File: config.mk
export PLATFORM = sky130hd
export DESIGN_NAME = rr_arb12
export DESIGN_NICKNAME = d
export VERILOG_FILES = /design/src/rtl/rr_arb12_pkg.sv /design/src/rtl/rr_arb12_pick.sv /design/src/rtl/rr_arb12.sv
export SDC_FILE = /design/constraint.sdc
export NUM_CORES = 1
export LEC_CHECK = 0
export BUFFER_PORTS_ARGS = -buffer_cell sky130_fd_sc_hd__buf_4
export CORE_ASPECT_RATIO = 1.2
export CORE_MARGIN = 2
export CORE_UTILIZATION = 59
export CTS_CLUSTER_SIZE = 16
export DETAILED_ROUTE_END_ITERATION = 8
export HOLD_SLACK_MARGIN = 0.03
export PLACE_DENSITY = 0.81
export SYNTH_ARGS = -nofsm -noshare
export SYNTH_HDL_FRONTEND = slang
export SYNTH_SLANG_ARGS = --single-unit
File: constraint.sdc
create_clock -name clk -period 5.4 [get_ports clk]
set_clock_uncertainty 0.05 [all_clocks]
set_input_delay 1.62 -clock clk [delete_from_list [all_inputs] [get_ports clk]]
set_output_delay 1.62 -clock clk [all_outputs]
set_load 0.1 [all_outputs]
File: src/rtl/rr_arb12_pkg.sv
// rr_arb12_pkg: shared sizes, state encodings and pointer helper for the 12-way arbiter
package rr_arb12_pkg;
    localparam int N   = 12;
    localparam int IDW = 4;
    localparam logic [1:0] IDLE = 2'd0;
    localparam logic [1:0] OWN  = 2'd1;
    localparam logic [1:0] GAP  = 2'd2;
    function automatic logic [IDW-1:0] wrap_inc(input logic [IDW-1:0] id);
        return (id == IDW'(N - 1)) ? '0 : id + 1'b1;
    endfunction
endpackage

File: src/rtl/rr_arb12_pick.sv
// rr_pick12: rotate-and-priority-encode search for the first request at or after ptr
module rr_pick12
    import rr_arb12_pkg::*;
(
    input  logic [N-1:0]   req,
    input  logic [IDW-1:0] ptr,
    output logic           hit,
    output logic [IDW-1:0] win
);
    logic [2*N-1:0] dbl;
    logic [N-1:0]   rot;
    logic [IDW-1:0] off;
    logic [IDW:0]   sum;
    // bit k of rot is req[(ptr+k) mod N]; lowest set bit is the offset from ptr
    always_comb begin
        dbl = {req, req} >> ptr;
        rot = dbl[N-1:0];
        hit = |req;
        off = '0;
        for (int i = N - 1; i >= 0; i--)
            if (rot[i]) off = IDW'(i);
        sum = {1'b0, ptr} + {1'b0, off};
        win = (sum >= (IDW+1)'(N)) ? IDW'(sum - (IDW+1)'(N)) : sum[IDW-1:0];
    end
endmodule

File: src/rtl/rr_arb12.sv
// rr_arb12: 12-way round-robin arbiter with tenure limit and one dead cycle between owners
module rr_arb12
    import rr_arb12_pkg::*;
#(
    parameter int MAX_TEN = 8
) (
    input  logic           clk,
    input  logic           rstn,
    input  logic [N-1:0]   req,
    output logic [N-1:0]   grant,
    output logic           gnt_valid,
    output logic [IDW-1:0] gnt_id,
    output logic           idle
);
    logic [1:0]     state;
    logic [IDW-1:0] ptr;
    logic [3:0]     ten;
    logic           hit;
    logic [IDW-1:0] win;
    logic           own_req;
    logic           others;
    logic           release_own;

    rr_pick12 u_pick (
        .req(req),
        .ptr(ptr),
        .hit(hit),
        .win(win)
    );

    nor u_idle_nor (idle, req[0], req[1], req[2], req[3], req[4], req[5],
                    req[6], req[7], req[8], req[9], req[10], req[11]);

    // grant is one-hot on the owner, so masking req with it isolates owner vs. waiters
    always_comb begin
        own_req     = |(req & grant);
        others      = |(req & ~grant);
        release_own = !own_req || (ten == 4'(MAX_TEN) && others);
    end

    // arbitration FSM: IDLE picks, OWN holds until release or forced hand-off, GAP idles one cycle
    always_ff @(posedge clk or negedge rstn) begin
        if (!rstn) begin
            state     <= IDLE;
            ptr       <= '0;
            ten       <= '0;
            grant     <= '0;
            gnt_valid <= 1'b0;
            gnt_id    <= '0;
        end else begin
            case (state)
                IDLE: if (hit) begin
                    state     <= OWN;
                    grant     <= N'(1) << win;
                    gnt_valid <= 1'b1;
                    gnt_id    <= win;
                    ten       <= 4'd1;
                end
                OWN: if (release_own) begin
                    state     <= GAP;
                    grant     <= '0;
                    gnt_valid <= 1'b0;
                    gnt_id    <= '0;
                    ptr       <= wrap_inc(gnt_id);
                    ten       <= '0;
                end else if (ten != 4'(MAX_TEN)) begin
                    ten <= ten + 4'd1;
                end
                default: state <= IDLE;
            endcase
        end
    end
endmodule

== Yosys cells after proc, flatten, opt, wreduce, memory -nomap -nowiden ==
Index checks and enable logic that the tools add are counted.
Word-level totals
  flip-flop bits (word level): 27
  logic and storage cells: 66
Cells by class
  $add $sub $neg: 4
  $lt $le $gt $ge: 1
  equal/unequal tests: 7
  shift operators: 2
  multiplexer cells: 30
  bitwise logic cells: 4
  reduce and logical (&&, ||, !) cells: 12
Operators by type and width (count)
  4-bit two-way mux: 19
  12-bit OR reduction: 3
  12-bit bitwise AND: 2
  12-bit two-way mux: 2
  12-bit case mux with 2 select lines: 1
  24-bit by 4-bit right shift with 12-bit output: 1
  4-bit case mux with 2 select lines: 2
  12-bit NOT: 1
  1-bit by 4-bit << shifter with 12-bit output (first input constant): 1
  4-bit by 1-bit adder with 4-bit output (second input constant): 2
  4-bit == test (second input constant): 2
  3-bit AND reduction: 2
  4-bit by 4-bit adder with 5-bit output: 1
  5-bit by 4-bit greater-or-equal comparator with 1-bit output (second input constant): 1
  2-bit two-way mux: 2
  2-bit != test (second input constant): 2
  4-bit != test (second input constant): 1
  2-bit case mux with 2 select lines: 1
  2-bit AND reduction: 2
  4-bit subtractor (second input constant): 1
  3-bit != test (second input constant): 1
  2-bit by 1-bit == test with 1-bit output (second input constant): 1
  2-bit zero test: 1
  1-bit two-way mux: 2
  other kinds (6): 6

== Longest topological paths before layout ==
  depth in word-level cells: 19
  mapped depth: 20
  depth with buffers taken out: 17

== Hierarchy ==
Synthesis repeated with hierarchy kept, for this count alone.
Unflattened totals
  cells, all modules: 279
  area, all modules: 2681.3 um^2
By module, submodules not included
  rr_arb12: instances 1, cells each 164, area each 1502.7 um^2, seq. area each 675.6 um^2
  rr_pick12: instances 1, cells each 115, area each 1178.6 um^2, seq. area each 0.0 um^2

== Worst setup path before layout ==
No wires, ideal clock.
  path kind: in2reg
  start point: input port req[11]
  end point: register grant[9]
  library setup time: 0.071 ns
  arrival time: 5.157 ns
  data required time: 5.279 ns
  slack: 0.122 ns
  cell stages on the path: 17
  path buffers: 1
  cells stage by stage: buf_2 mux4_1 mux2_2 mux2i_1 or2b_1 and3_1 o211a_1 ha_1 inv_1 fa_1 xor2_1 inv_1 ha_1 a21oi_1 a21oi_1 nor4_1 a32o_1
On the way
  word-level cells in the longest chain between the ends: 19
Ends and longest elaborated chain
  start: declaration: line rr_arb12.sv:9  | input logic [N-1:0] req,
  24-bit by 4-bit right shift with 12-bit output: line rr_arb12_pick.sv:16  | dbl = {req, req} >> ptr;
  4-bit two-way mux (12 in a row): line rr_arb12_pick.sv:21  | if (rot[i]) off = IDW'(i);
  4-bit by 4-bit adder with 5-bit output: line rr_arb12_pick.sv:22  | sum = {1'b0, ptr} + {1'b0, off};
  4-bit subtractor or 5-bit by 4-bit greater-or-equal comparator with 1-bit output (tied branches): line rr_arb12_pick.sv:23  | win = (sum >= (IDW+1)'(N)) ? IDW'(sum - (IDW+1)'(N)) : sum[IDW-1:0];
  4-bit two-way mux: line rr_arb12_pick.sv:23
  1-bit by 4-bit << shifter with 12-bit output: line rr_arb12.sv:54  | grant <= N'(1) << win;
  12-bit two-way mux: line rr_arb12.sv:52  | IDLE: if (hit) begin
  12-bit case mux with 2 select lines: line rr_arb12.sv:51  | case (state)
  end signal: assignment: line rr_arb12.sv:54
  end: declaration: line rr_arb12.sv:10  | output logic [N-1:0] grant,
Several ways; a longest one is shown, not always the timed one. The select of a mux whose other input is x is not followed.
A chain may end at the register's enable or synchronous reset.

== Worst setup path in the final report ==
  start point: input port req[11]
  end point: register grant[1]
The elaborated chain is that of the path after synthesis.

==> results.md <==
* Status: finished clean
* Worst Path Required at roughly 5.5 ns
* First drt pass iteration count at 5
* YS warnings at 0
* Hold Path Class: flip-flop to flip-flop
* Clock net sink count at 27
* Port Buffer Count at 31
* Mapped cell area at 2580 um^2
* Post-synth top area cell: dfrtp_1
* Hold_sp: state[1]$_DFFE_PN0P_
* Period utilization at 96.3%
* Top cells by area, synth: dfrtp_1, mux4_2, mux2i_1
* Clk buf depth at 2
* Worst-Margin Slew at between 0.9 and 1 ns
* CTS H-tree depth at 1
* Largest net degree at the start of global routing at 28
* Die W at 64.3 um
* Seq/Total Area, Yosys at roughly a quarter
* Top-area cell type share of the netlist area at roughly a quarter
* Row count at 26
* CP arrival at approximately 5.3 ns
* Worst hold slack at between 0.4 and 0.5 ns
* Setup violators final at 0
* Total gr overflow at 0
* Io pins at 32
* Syn Inst Count at 248
* Slew Limit Headroom at between 30% and 40%
* Vias at around 2200
* Share of layout cells above drive strength 1 at between 30 and 40%
* Min Clock Period, post-route at a little over 5 ns
* Vias per Instance at 6.46
* CP Class: primary input to flip-flop
* CP Max Fanout at 7
* Clock latency on the worst-skew pair at 0.27 ns
* Setup TNS Final at 0 ns
* Unique masters post-synth at 50
* Avg Inst Size Synth at slightly above 10 um^2
* Die span in y at 76.4 um
* Initial core utilization at 60.9%
* Hold Vio Cnt, Final at 0
* CP endpoint kind: flip-flop
* Post-synth EDFFs at 0
* Core Box Area at ~4200 um^2
* Routed len/inst at between 15 and 20 um
* Placed Area at slightly below 3000 um^2
* DRT Wirelength at 6540 um
* Layout Nets at between 300 and 400
* Synthesized flop and latch total at 27
* First-pass GRT wire length at ~11000 um
* DRT iter0 DRCs at 215
* Post-CTS Setup Bufs at 0
* Die area at just under 5000 um^2
* # hold bufs at CTS at 0
* Area Growth Syn to Fin at 18.0%
* Detailed-placement wirelength estimate at between 4000 and 5000 um
* Final-report max-slew violation count at 0
* Worst Slack Setup Final at between 0.2 and 0.25 ns
* Tot GR Track Use at a little over a quarter
* Most used DFF post-synth: dfrtp_1
* CTS tree: yes
* Ys async rst share at between 90% and 100%
* Crit start category: primary input
* Max Freq at around 190 MHz
* Mapped Nets at 271
* DP Worst Slack at -0.129 ns
* Drc violations at 0
* Max_cap viols at 0
* N_diodes at 0
* Root Buffer: clkbuf_8
* # fillers at roughly 320
* Initial antenna violation count at 0
* R2R Path Start: ptr[1]$_DFFE_PN0P_
* Vias in the first global route at about 2200
* Clk slew on worst S/H paths at about 0.090 ns
* Final instance area at roughly 3000 um^2
* Worst Setup SP: req[11]
* Post-DRT Antenna Nets at 0
* Cts repair resizes at 0
* RePlAce Congestion at roughly 0.96
* CTS buffer count at 3
==> through the flow <==
stage          utilization [%]  instances
2_1_floorplan                -        248
3_3_place_gp              69.9        344
3_5_place_dp              69.9        344
4_1_cts                   70.9        348
5_1_grt                   71.9        348
6_report                  71.9        348
==> cell families after synthesis <==
kind of cell,share of synthesized area [%]
AOI/OAI and AO/OA,18.1
buffers and inverters,5.83
and+or+nand+nor,13.7
xor gates and xnor gates,1.36
adders and majority gates,4.66
DFF,26.2
muxes,30.1
==> cell usage after synthesis (4+ instances only) <==
master,instances
mux2i_1,16
a221oi_1,4
nand2_1,12
buf_2,7
mux4_2,10
a21oi_1,15
dfrtp_1,27
inv_1,16
mux4_1,6
ha_1,8
a21o_1,5
nor2_1,12
nor2b_1,14
and2_1,4
nor4_1,4
mux2_4,5
o21ai_0,5
a22o_1,13
nand3_1,7
mux2_2,9
==> cells in the final DEF (no fill, tap or decap), drive strengths merged, types with 5 or more instances in the layout <==
cell type  count
buf           53
nor2          12
nor2b         14
mux2          15
inv           16
mux2i         18
o21ai          6
dfrtp         27
ha             8
a22o          13
nand3          7
mux4          16
a21oi         15
nand2         12
a21o           5
==> path summary, 6_finish.rpt <==
check                                       end  slack [ns]  depth (start not counted)
max in group asynchronous    ptr[2]$_DFFE_PN0P_        3.84                          1
min in group asynchronous  grant[1]$_DFFE_PN0P_        1.19                          1
setup / recovery           grant[1]$_DFFE_PN0P_        0.20                         19
hold reg to reg            state[0]$_DFFE_PN0P_        0.44                          1
setup reg to reg           grant[1]$_DFFE_PN0P_        0.57                         18
hold / removal             state[0]$_DFFE_PN0P_        0.44                          1
==> per-layer routing <==
metal | wire length, um | GRT usage [%] | share of wire (%) | vias to the layer above
li1 | - | - | - | 1038
met1 | 2730 | 37.3 | 42 | 1102
met2 | 3240 | 45.2 | 49 | 90
met3 | 348 | 1.92 | 5.3 | 19
met4 | 231 | 11.3 | 3.5 | 0
met5 | 0 | 0 | 0 | -
==> critical path, cell delays in order <==
cell and delay (ns):
buf_4 0.14, mux4_1 0.55, mux2_2 0.33, mux2i_4 0.17
or2b_1 0.14, and3_1 0.16, o211a_1 0.16, ha_1 0.16
inv_1 0.06, fa_1 0.42, xor2_2 0.17, inv_1 0.08
ha_1 0.21, a21oi_2 0.16, nand2_1 0.12, o21ai_2 0.16
a21oi_1 0.09, buf_4 0.16, a32o_1 0.25
==> registers in the layout, indices dropped and copies added, names as in the netlist <==
name and flops:
ten 4, ptr 4, grant 12, gnt_id 4, state 2, gnt_valid 1
==> final cells by class <==
class / count / area (um^2) / area share [%]
Multi-Input combinational cell: 192 / 1790 / 58.9
Sequential cell: 27 / 676 / 22.2
Timing Repair Buffer: 53 / 398 / 13.1
Tap cell: 56 / 70.1 / 2.31
Inverter: 16 / 60.1 / 1.98
Clock buffer: 4 / 45.0 / 1.48
Power is left out: the tool's default activity adds up to more than one toggle a clock period on the data nets, which glitch-free logic cannot reach.
